==> config.mk <==
export PLATFORM = sky130hd
export DESIGN_NAME = load_store_unit_flat
export DESIGN_NICKNAME = d
export VERILOG_FILES = /design/src/rtl/load_store_unit_if.sv /design/src/rtl/load_store_unit.sv /design/src/flat_wrapper.sv
export SDC_FILE = /design/constraint.sdc
export NUM_CORES = 1
export LEC_CHECK = 0
export CAP_MARGIN = 0
export CELL_PAD_IN_SITES_DETAIL_PLACEMENT = 0
export CELL_PAD_IN_SITES_GLOBAL_PLACEMENT = 1
export CORE_ASPECT_RATIO = 0.7
export CORE_MARGIN = 3
export CORE_UTILIZATION = 36
export CTS_CLUSTER_SIZE = 10
export DETAILED_ROUTE_END_ITERATION = 16
export PLACE_DENSITY = 0.95
export SYNTH_ARGS = -nofsm -noshare
export SYNTH_HDL_FRONTEND = slang
export SYNTH_SLANG_ARGS = --single-unit
==> constraint.sdc <==
create_clock -name clock -period 4 [get_ports clock]
set_input_delay 0.8 -clock clock [delete_from_list [all_inputs] [get_ports clock]]
set_output_delay 0.8 -clock clock [all_outputs]
set_load 0.02 [all_outputs]
==> src/rtl/load_store_unit_if.sv <==
// Request/response and byte-wide memory bus bundle for the load/store unit.
// The LSU takes the slave view; the core/memory side takes the master view.
interface load_store_unit_if #(
    parameter int ADDRESS_WIDTH = 16
) ();

    logic                     request_valid;
    logic                     request_ready;
    logic                     request_write;
    logic [2:0]               request_funct3;
    logic [31:0]              request_address;
    logic [31:0]              request_store_data;

    logic                     response_valid;
    logic                     response_error;
    logic [31:0]              response_load_data;

    logic                     memory_valid;
    logic                     memory_ready;
    logic                     memory_write;
    logic [ADDRESS_WIDTH-1:0] memory_address;
    logic [7:0]               memory_write_data;
    logic [7:0]               memory_read_data;

    modport slave (
        input  request_valid,
        output request_ready,
        input  request_write,
        input  request_funct3,
        input  request_address,
        input  request_store_data,
        output response_valid,
        output response_error,
        output response_load_data,
        output memory_valid,
        input  memory_ready,
        output memory_write,
        output memory_address,
        output memory_write_data,
        input  memory_read_data
    );

    modport master (
        output request_valid,
        input  request_ready,
        output request_write,
        output request_funct3,
        output request_address,
        output request_store_data,
        input  response_valid,
        input  response_error,
        input  response_load_data,
        input  memory_valid,
        output memory_ready,
        input  memory_write,
        input  memory_address,
        input  memory_write_data,
        output memory_read_data
    );

endinterface

==> src/rtl/load_store_unit.sv <==
// Serialises 8/16/32-bit loads and stores into little-endian byte beats on an
// 8-bit memory bus and returns extended load data or an error to the core.
module load_store_unit #(
    parameter int ADDRESS_WIDTH = 16
) (
    input  logic             clock,
    input  logic             reset_n,
    load_store_unit_if.slave bus
);

    localparam logic [2:0] F3_BYTE   = 3'b000;
    localparam logic [2:0] F3_HALF   = 3'b001;
    localparam logic [2:0] F3_WORD   = 3'b010;
    localparam logic [2:0] F3_UBYTE  = 3'b100;
    localparam logic [2:0] F3_UHALF  = 3'b101;

    typedef enum logic [1:0] {
        IDLE,
        TRANSFER,
        RESPOND
    } state_t;

    state_t                   state;
    state_t                   state_next;

    logic                     write_q;
    logic [2:0]               funct3_q;
    logic [ADDRESS_WIDTH-1:0] base_q;
    logic [31:0]              store_data_q;
    logic                     error_q;
    logic [1:0]               beat_index;
    logic [31:0]              load_buffer;

    logic                     handshake;
    logic                     request_fault;
    logic [1:0]               last_index;
    logic                     beat_done;
    logic [31:0]              store_shifted;
    logic [31:0]              load_extended;
    logic                     unused_address_bits;

    assign unused_address_bits = ^bus.request_address[31:ADDRESS_WIDTH];

    assign handshake = bus.request_valid && (state == IDLE);
    assign beat_done = (state == TRANSFER) && bus.memory_ready;

    // Requests that can never reach memory are rejected straight to RESPOND.
    always_comb begin
        request_fault = 1'b1;
        case (bus.request_funct3)
            F3_BYTE:  request_fault = 1'b0;
            F3_HALF:  request_fault = bus.request_address[0];
            F3_WORD:  request_fault = |bus.request_address[1:0];
            F3_UBYTE: request_fault = bus.request_write;
            F3_UHALF: request_fault = bus.request_write | bus.request_address[0];
            default:  request_fault = 1'b1;
        endcase
    end

    always_comb begin
        last_index = 2'd3;
        case (funct3_q[1:0])
            2'b00:   last_index = 2'd0;
            2'b01:   last_index = 2'd1;
            default: last_index = 2'd3;
        endcase
    end

    always_ff @(posedge clock) begin
        if (!reset_n) begin
            state <= IDLE;
        end else begin
            state <= state_next;
        end
    end

    always_comb begin
        state_next = state;
        case (state)
            IDLE: begin
                if (handshake) begin
                    state_next = request_fault ? RESPOND : TRANSFER;
                end
            end
            TRANSFER: begin
                if (beat_done && (beat_index == last_index)) begin
                    state_next = RESPOND;
                end
            end
            RESPOND: state_next = IDLE;
            default: state_next = IDLE;
        endcase
    end

    always_ff @(posedge clock) begin
        if (!reset_n) begin
            write_q      <= 1'b0;
            funct3_q     <= 3'b000;
            base_q       <= '0;
            store_data_q <= 32'h0;
            error_q      <= 1'b0;
            beat_index   <= 2'd0;
            load_buffer  <= 32'h0;
        end else if (handshake) begin
            write_q      <= bus.request_write;
            funct3_q     <= bus.request_funct3;
            base_q       <= bus.request_address[ADDRESS_WIDTH-1:0];
            store_data_q <= bus.request_store_data;
            error_q      <= request_fault;
            beat_index   <= 2'd0;
            load_buffer  <= 32'h0;
        end else if (beat_done) begin
            if (!write_q) begin
                load_buffer[{beat_index, 3'b000} +: 8] <= bus.memory_read_data;
            end
            beat_index <= beat_index + 2'd1;
        end
    end

    assign store_shifted = store_data_q >> {beat_index, 3'b000};

    always_comb begin
        load_extended = 32'h0;
        case (funct3_q)
            F3_BYTE:  load_extended = {{24{load_buffer[7]}}, load_buffer[7:0]};
            F3_HALF:  load_extended = {{16{load_buffer[15]}}, load_buffer[15:0]};
            F3_WORD:  load_extended = load_buffer;
            F3_UBYTE: load_extended = {24'h0, load_buffer[7:0]};
            F3_UHALF: load_extended = {16'h0, load_buffer[15:0]};
            default:  load_extended = 32'h0;
        endcase
    end

    // Every output is a decode of state and latched fields, so nothing on the
    // request side reaches the memory bus combinationally.
    always_comb begin
        bus.request_ready      = (state == IDLE);
        bus.response_valid     = 1'b0;
        bus.response_error     = 1'b0;
        bus.response_load_data = 32'h0;
        bus.memory_valid       = 1'b0;
        bus.memory_write       = 1'b0;
        bus.memory_address     = '0;
        bus.memory_write_data  = 8'h00;
        if (state == TRANSFER) begin
            bus.memory_valid      = 1'b1;
            bus.memory_write      = write_q;
            bus.memory_address    = base_q + ADDRESS_WIDTH'(beat_index);
            bus.memory_write_data = store_shifted[7:0];
        end
        if (state == RESPOND) begin
            bus.response_valid = 1'b1;
            bus.response_error = error_q;
            if (!error_q && !write_q) begin
                bus.response_load_data = load_extended;
            end
        end
    end

endmodule

==> src/flat_wrapper.sv <==
// flat-port wrapper written by rule: the top's interface ports become plain ports
module load_store_unit_flat 
#(
    parameter int ADDRESS_WIDTH = 16
)
  (clock, reset_n, bus_request_valid, bus_request_ready, bus_request_write, bus_request_funct3, bus_request_address, bus_request_store_data, bus_response_valid, bus_response_error, bus_response_load_data, bus_memory_valid, bus_memory_ready, bus_memory_write, bus_memory_address, bus_memory_write_data, bus_memory_read_data);
  load_store_unit_if #(.ADDRESS_WIDTH(ADDRESS_WIDTH)) bus_i ();
  input  logic clock;
  input  logic reset_n;
  input wire logic [$bits(bus_i.request_valid)-1:0] bus_request_valid;
  output wire logic [$bits(bus_i.request_ready)-1:0] bus_request_ready;
  input wire logic [$bits(bus_i.request_write)-1:0] bus_request_write;
  input wire logic [$bits(bus_i.request_funct3)-1:0] bus_request_funct3;
  input wire logic [$bits(bus_i.request_address)-1:0] bus_request_address;
  input wire logic [$bits(bus_i.request_store_data)-1:0] bus_request_store_data;
  output wire logic [$bits(bus_i.response_valid)-1:0] bus_response_valid;
  output wire logic [$bits(bus_i.response_error)-1:0] bus_response_error;
  output wire logic [$bits(bus_i.response_load_data)-1:0] bus_response_load_data;
  output wire logic [$bits(bus_i.memory_valid)-1:0] bus_memory_valid;
  input wire logic [$bits(bus_i.memory_ready)-1:0] bus_memory_ready;
  output wire logic [$bits(bus_i.memory_write)-1:0] bus_memory_write;
  output wire logic [$bits(bus_i.memory_address)-1:0] bus_memory_address;
  output wire logic [$bits(bus_i.memory_write_data)-1:0] bus_memory_write_data;
  input wire logic [$bits(bus_i.memory_read_data)-1:0] bus_memory_read_data;
  assign bus_i.request_valid = bus_request_valid;
  assign bus_request_ready = bus_i.request_ready;
  assign bus_i.request_write = bus_request_write;
  assign bus_i.request_funct3 = bus_request_funct3;
  assign bus_i.request_address = bus_request_address;
  assign bus_i.request_store_data = bus_request_store_data;
  assign bus_response_valid = bus_i.response_valid;
  assign bus_response_error = bus_i.response_error;
  assign bus_response_load_data = bus_i.response_load_data;
  assign bus_memory_valid = bus_i.memory_valid;
  assign bus_i.memory_ready = bus_memory_ready;
  assign bus_memory_write = bus_i.memory_write;
  assign bus_memory_address = bus_i.memory_address;
  assign bus_memory_write_data = bus_i.memory_write_data;
  assign bus_i.memory_read_data = bus_memory_read_data;
  load_store_unit #(.ADDRESS_WIDTH(ADDRESS_WIDTH)) u_core (.clock(clock), .reset_n(reset_n), .bus(bus_i));
endmodule
==> results of run 1 <==
cells by family after synthesis:
logic type / after synthesis
xor gates and xnor gates: 10
DFF: 89
and+or+nand+nor: 296
muxes: 9
AOI/OAI and AO/OA: 129
adders and majority gates: 8
buffers and inverters: 40
how the worst max path moves through the flow:
stage | cells after the start | endpoint | from
CTS | 7 | bus_memory_address[10] | u_core.beat_index[0]
floorplan | 5 | bus_memory_address[15] | u_core.beat_index[0]
global placement | 6 | bus_memory_address[15] | u_core.beat_index[1]
finish | 7 | bus_memory_address[10] | u_core.beat_index[0]
detailed placement | 7 | bus_memory_address[10] | u_core.beat_index[0]
global route | 7 | bus_memory_address[10] | u_core.beat_index[0]
power by group through the flow:
stage	Clock [uW]	Sequential, uW	Combinational, uW
2_1_floorplan	0	967	148
3_3_place_gp	0	980	252
3_5_place_dp	0	983	258
4_1_cts	896	963	258
6_report	874	964	256
5_1_grt	929	969	286
final cells by class:
class                      instances  area (um2)
fill                            1128        5810
multi-input combinational        452        2540
sequential                        89        1780
timing repair buffer             129        1280
clock buffer                      11         253
tap                              157         196
clock inverter                     5        62.6
inverter                           4        15.0
registers in the layout, indices dropped and copies added (netlist names):
| name | flops |
|---|---|
| u_core.base_q | 16 |
| u_core.beat_index | 2 |
| u_core.error_q | 1 |
| u_core.funct3_q | 3 |
| u_core.load_buffer | 32 |
| u_core.state | 2 |
| u_core.store_data_q | 32 |
| u_core.write_q | 1 |
cell usage after synthesis (7+ instances only):
library cell and instances:
ha_1 7, mux4_2 8, clkbuf_1 31, and2_1 25
a21boi_0 53, nand3_1 38, nand2_1 181, dfxtp_1 89
a21oi_1 61, nor2_1 20
through the flow:
| stage | worst slack, ns | utilization, % |
|---|---|---|
| finish | 0.407 | 51.3 |
| global route | 0.231 | 51.3 |
| CTS | 0.377 | 51.3 |
| detailed placement | 0.749 | 48.7 |
| global placement | 0.839 | 48.7 |
| floorplan | 1.25 | - |
layer usage:
layer,up-vias,wire length [um]
li1,2169,-
met1,1973,6160
met2,123,5640
met3,8,789
met4,0,85
met5,-,0
layout by cell type (no fill, tap or decap), types with 4 or more instances in the layout:
cell type	instances
nand3_1	38
a21oi_1	61
o21ai_0	5
inv_1	4
clkbuf_16	9
dfxtp_1	89
and2_1	24
nor2_1	20
mux4_2	8
a21boi_0	53
xnor2_1	5
buf_4	5
nand2_1	180
or3_1	5
clkdlybuf4s50_1	124
a22oi_1	5
ha_1	7
xor2_1	5
worst min-delay path, delay by kind of cell, from the launching register on:
family,cells,cell delay [ns]
compound gates,1,0.05
simple gates,1,0.05
flops,1,0.31
==> summary.md, run 1 <==
| Metric | Value |
|---|---|
| Synth Area in Adders | 2.41% |
| Post_cts resized | 0 |
| Pwr/cell area | ~340 mW/mm2 |
| Post-CTS Setup Inserts | 0 |
| Final hold vios | 0 |
| Via count | roughly 4300 |
| Tightest Pin Transition | about 1 ns |
| Sw Ratio | roughly 25% |
| Worst Hold Class | flop to flop |
| Clk_lat worst skew | 0.33 ns |
| CP Capture Type | output port |
| Post-synthesis cell type count | 41 |
| Initial antenna violation count | 0 |
| Number of flops mapped to enable cells by yosys | 0 |
| I/O Buffers | between 100 and 150 |
| HP Start | u_core.load_buffer[20] |
| Max-Cap Viols | 0 |
| # placed instances | 831 |
| Seq pwr share | a little under half |
| Vias in the first global route | about 4200 |
| Chip width | 139 um |
| Pin count of the biggest net entering global routing | 57 |
| Max-slew headroom | around 34% |
| Leak | 0.00204 uW |
| Area of the mapped netlist | 0.00447 mm2 |
| Final Max Tran Viols | 0 |
| Root Buffer | clkbuf_16 |
| GRT met2 Usage | 28.3% |
| Hold_buf cts | 0 |
| Async SR Flop Fraction | 0% |
| Worst reg-to-reg setup slack | roughly 1.6 ns |
| Final ANT Viol Nets | 0 |
| Total CTS buffers | 9 |
| Crit share post-route | around nine tenths |
| GPL Wtd Cong | between 0.8 and 0.9 |
| Tot Pwr | between 2000 and 2500 uW |
| Crit-path max FO | 6 |
| Global route hottest layer | met2 |
| Post-synthesis simple-gate area fraction | between 30% and 40% |
| Die area | 0.0138 mm2 |
| Crit path DAT | around 2.8 ns |
| Critical R2R Capture | u_core.load_buffer[10] |
| Switching power | approximately 520 uW |
| Clock-pin slew on the worst setup and hold paths | 0.06 ns |
| Design area | 0.00612 mm2 |
| Critical path class | flop to output port |
| Internal power | about 1600 uW |
| Synth Area per Inst | 7.69 um2 |
| CP bufs+invs | 1 |
| CP max stage cell | clkdlybuf4s50_1 |
| Clock buffer depth | 2 |
| Htree depth | 3 |
| Grt met1 use | around 25% |
| Proportion of synthesized area in mux cells | between 4 and 5% |
| FMAX | roughly 0.28 GHz |
| Vias per cell | 5.04 |
| Yosys top cell by area | dfxtp_1 |
| Status | finished, final reports clean |
| Hold EP | u_core.load_buffer[20] |
| Synth Instances | just under 600 |
| # diodes | 0 |
| Drt wl/cell | between 10 and 15 um |
| Largest stage delay on the critical path | 0.66 ns |
| Area Growth Syn to Fin | 37.0% |
| Synthesis Warnings | 0 |
| Sequential fraction of the synthesis area | about two fifths |
| Seq cells post-synth | 89 |
| CP Launch Type | flop |
| Post-synth top area share | between 30% and 40% |
| Worst R2R Start | u_core.beat_index[0] |
| Total gr overflow | 0 |
| Compound-Gate Fraction of Synth Area | a little under a fifth |
| Synthesized Nets | 669 |
| Routed WL | 12700 um |
| Critical Path RT | ~3.2 ns |
| Synth Area in XOR/XNOR | a little under 2% |
| Grt met3 use | 5.05% |
| Final min period | ~3.6 ns |
| Combinational Power Share | 12.2% |
| Worst path cell trace | ha_1 > fa_1 > and2_1 > nand3_1 > or4_1 > o21ai_0 > clkdlybuf4s50_1 |
| Hold path depth | 2 |
| Num rows | 33 |
| Die height | 99.2 um |
| 1st-iter DRT viols | between 200 and 250 |
| Setup TNS | 0 ns |
| Largest family of logic cells by synthesized area | simple AND/OR/NAND/NOR gates |
| Worst VDD drop | 0.231 mV |
| Synth top area cells | dfxtp_1 (40%), nand2_1 (15%), a21boi_0 (8.9%) |
| Post-DP Area | a little under 0.006 mm2 |
| Crit-path leading delay family | simple AND/OR/NAND/NOR gates |
| Final std cells w/o fill | about 850 |
| Ports | around 140 |
| CTS tree | built |
| Ys flop type | dfxtp_1 |
| # DRC | 0 |
| DRT Pass-1 Iters | 4 |
| Starting Density | 37.5% |
| Gr usage total | 18.0% |
| RSZ-0062 raised after global routing | no |
| First-pass GRT wire length | about 21000 um |
| Clock tree sinks | 89 |
| FF-to-FF path depth | 6 |
| Setup-failing EPs final | 0 |
| Clock Skew | 0.00706 ns |
| Hold WS | ~0.45 ns |
| Share of layout cells above drive strength 1 | under 10% |
| Fin nets | approximately 770 |
| Core Footprint | between 0.01 and 0.015 mm2 |
| Detailed Place HPWL | about 9300 um |
| Clock network power share | a little over two fifths |
No activity file was read; power rests on OpenSTA's default activity.
==> run 2: changes to the inputs <==
==> config.mk (replaced) <==
export PLATFORM = sky130hd
export DESIGN_NAME = load_store_unit_flat
export DESIGN_NICKNAME = d
export VERILOG_FILES = /design/src/rtl/load_store_unit_if.sv /design/src/rtl/load_store_unit.sv /design/src/flat_wrapper.sv
export SDC_FILE = /design/constraint.sdc
export NUM_CORES = 1
export LEC_CHECK = 0
export CORE_ASPECT_RATIO = 0.7
export CORE_MARGIN = 3
export CORE_UTILIZATION = 50
export CTS_CLUSTER_SIZE = 10
export DETAILED_ROUTE_END_ITERATION = 16
export PLACE_DENSITY = 0.94
export SYNTH_ARGS = -nofsm -noshare
export SYNTH_HDL_FRONTEND = slang
export SYNTH_SLANG_ARGS = --single-unit
==> run 2 against run 1 <==
Power fell by 0.25%. Via count increased by 6.6%. Cell area decreased by 1.0%. Critical endpoint unchanged.
==> summary.md, run 2 (synthesis gave the netlist of run 1 again) <==
| Metric | Value |
|---|---|
| Status | finished, final reports clean |
| Vias in the first global route | 4393 (+4.4%) |
| Crit path DAT | 2.79 ns (about the same) |
| Fin nets | 773 (unchanged) |
| Crit-path leading delay family | simple AND/OR/NAND/NOR gates |
| GRT met2 Usage | 41.9% (+14 points) |
| Final Max Tran Viols | 0 (unchanged) |
| HP Start | u_core.load_buffer[0] |
| Combinational Power Share | 12.3% (about the same) |
| Detailed Place HPWL | 9220 um (-1.1%) |
| Crit-path max FO | 6 (unchanged) |
| Critical path class | flop to output port |
| Sw Ratio | 24.0% (-0.99 points) |
| FMAX | 0.278 GHz (about the same) |
| Tot Pwr | 2090 uW (-0.25%) |
| Seq pwr share | 46.2% (+0.2 points) |
| Setup TNS | 0 ns (unchanged) |
| First-pass GRT wire length | 20900 um (+1.9%) |
| Critical R2R Capture | u_core.load_buffer[10] |
| Worst R2R Start | u_core.beat_index[0] |
| Chip width | 119 um (-14%) |
| Worst Hold Class | flop to flop |
| Area Growth Syn to Fin | 35.6% |
| Crit share post-route | 89.8% (about the same) |
| Worst reg-to-reg setup slack | 1.51 ns (-0.13 ns) |
| Core Footprint | 0.00858 mm2 (-28%) |
| Via count | 4554 (+6.6%) |
| Pwr/cell area | 345 mW/mm2 (+0.77%) |
| CP Launch Type | flop |
| Max-slew headroom | 24.9% (-9.5 points) |
| Routed WL | 12900 um (+2.0%) |
| I/O Buffers | 124 (unchanged) |
| Hold_buf cts | 0 (unchanged) |
| Max-Cap Viols | 0 (unchanged) |
| Global route hottest layer | met2 |
| GPL Wtd Cong | 0.814 (-3.5%) |
| DRT Pass-1 Iters | 6 (+2) |
| Total CTS buffers | 9 (unchanged) |
| Die height | 85.1 um (-14%) |
| Hold path depth | 2 (unchanged) |
| Clock network power share | 41.4% (-0.3 points) |
| RSZ-0062 raised after global routing | no |
| Clock-pin slew on the worst setup and hold paths | 0.06 ns (about the same) |
| Hold EP | u_core.load_buffer[0] |
| Grt met3 use | 7.26% (+2.2 points) |
| Drt wl/cell | 16.0 um (+6.9%) |
| Leak | 0.00204 uW (about the same) |
| Biggest regs | u_core.load_buffer (32), u_core.store_data_q (32), u_core.base_q (16) |
| Clk_lat worst skew | 0.33 ns (about the same) |
| Ports | 141 (unchanged) |
| FF-to-FF path depth | 6 (unchanged) |
| Internal power | 1590 uW (+1.1%) |
| Worst VDD drop | 0.188 mV (-19%) |
| Tightest Pin Transition | 1.12 ns (+0.141 ns) |
| CTS tree | built |
| Switching power | 501 uW (-4.2%) |
| Util after Layout | 70.6% (+19 points) |
| Setup-failing EPs final | 0 (unchanged) |
| Num rows | 28 (-15%) |
| Post-CTS Setup Inserts | 0 (unchanged) |
| Clock Skew | 0.00280 ns (-0.00426 ns) |
| Final ANT Viol Nets | 0 (unchanged) |
| CP max stage cell | clkdlybuf4s50_1 |
| Pin count of the biggest net entering global routing | 57 (unchanged) |
| Final min period | 3.59 ns (+0.000551 ns) |
| Post_cts resized | 0 (unchanged) |
| Final hold vios | 0 (unchanged) |
| CP Capture Type | output port |
| Initial antenna violation count | 0 (unchanged) |
| # DRC | 0 (unchanged) |
| # diodes | 0 (unchanged) |
| Starting Density | 52.1% (+15 points) |
| Critical Path RT | 3.20 ns (about the same) |
| Clock tree sinks | 89 (unchanged) |
| Largest stage delay on the critical path | 0.65 ns (about the same) |
| Most frequent cells in the layout | nand2_1 (180), clkdlybuf4s50_1 (124), dfxtp_1 (89) |
| Htree depth | 3 (unchanged) |
| Worst path cell trace | ha_1 > fa_1 > and2_1 > nand3_1 > or4_1 > o21ai_0 > clkdlybuf4s50_1 |
| Vias per cell | 5.64 (+12%) |
| 1st-iter DRT viols | 526 (+110%) |
| Share of layout cells above drive strength 1 | 5.23% (-0.42 points) |
| Grt met1 use | 32.3% (+7.6 points) |
| Gr usage total | 25.4% (+7.4 points) |
| Total gr overflow | 0 (unchanged) |
| Die area | 0.0101 mm2 (-27%) |
| Root Buffer | clkbuf_16 |
| CP bufs+invs | 1 (unchanged) |
| Commonest non-fill, non-tap cell in the layout | nand2_1 |
| Clock buffer depth | 2 (unchanged) |
[run 2: cell types whose count changed in the layout (fill, tap and decap cells not counted)]
| cell | change |
|---|---|
| clkbuf_1 | +1 |
| clkinv_2 | +2 |
| clkinvlp_4 | -2 |
| inv_6 | -1 |
| clkinv_4 | -1 |
| clkbuf_8 | -2 |
| bufinv_16 | +1 |
[run 2: how the worst max path moves through the flow]
| stage | startpoint | endpoint | depth (start not counted) | slack [ns] |
|---|---|---|---|---|
| after floorplan | u_core.beat_index[0] | bus_memory_address[15] | 5 | 1.25 |
| after global placement | u_core.beat_index[0] | bus_memory_address[10] | 7 | 0.86 |
| after detailed placement | u_core.beat_index[0] | bus_memory_address[10] | 7 | 0.77 |
| after CTS | u_core.beat_index[0] | bus_memory_address[10] | 7 | 0.41 |
| after global routing | u_core.beat_index[0] | bus_memory_address[10] | 7 | 0.31 |
| final | u_core.beat_index[0] | bus_memory_address[10] | 7 | 0.41 |
[run 2: power by group through the flow]
stage | Sequential, uW | Combinational [uW] | Clock [uW]
after floorplan | 967 | 148 | 0
after global placement | 979 | 246 | 0
after detailed placement | 983 | 254 | 0
after CTS | 964 | 257 | 872
after global routing | 970 | 283 | 906
final | 965 | 258 | 865
[run 2: cell type report]
cell class | instances | area (um2)
multi-input combinational | 452 | 2540
fill | 643 | 2520
sequential | 89 | 1780
timing repair buffer | 129 | 1280
clock buffer | 10 | 229
tap | 120 | 150
clock inverter | 4 | 70.1
inverter | 4 | 15.0
[run 2: worst register-to-register path: cells and delay by family, from the launching register on]
family / cells / cell delay [ns]
buffers and inverters: 2 / 0.48
adders and majority gates: 1 / 0.42
and+or+nand+nor: 2 / 0.92
AOI/OAI and AO/OA: 1 / 0.22
DFF: 1 / 0.34
[run 2: per-stage QoR]
step	hold WS (ns)	instances	cell area [um2]	setup slack (ns)
6_report	0.448	808	6060	0.407
5_1_grt	0.486	808	6060	0.306
4_1_cts	0.451	808	6060	0.413
3_5_place_dp	0.443	794	5760	0.775
3_3_place_gp	0.437	794	5760	0.862
2_1_floorplan	0.427	581	4470	1.25
[run 2: routing by layer]
| layer | routed length [um] | share of wire [%] |
|---|---|---|
| met2 | 6120 | 47 |
| met3 | 1180 | 9.1 |
| met5 | 0 | 0 |
| met1 | 5310 | 41 |
| met4 | 316 | 2.4 |
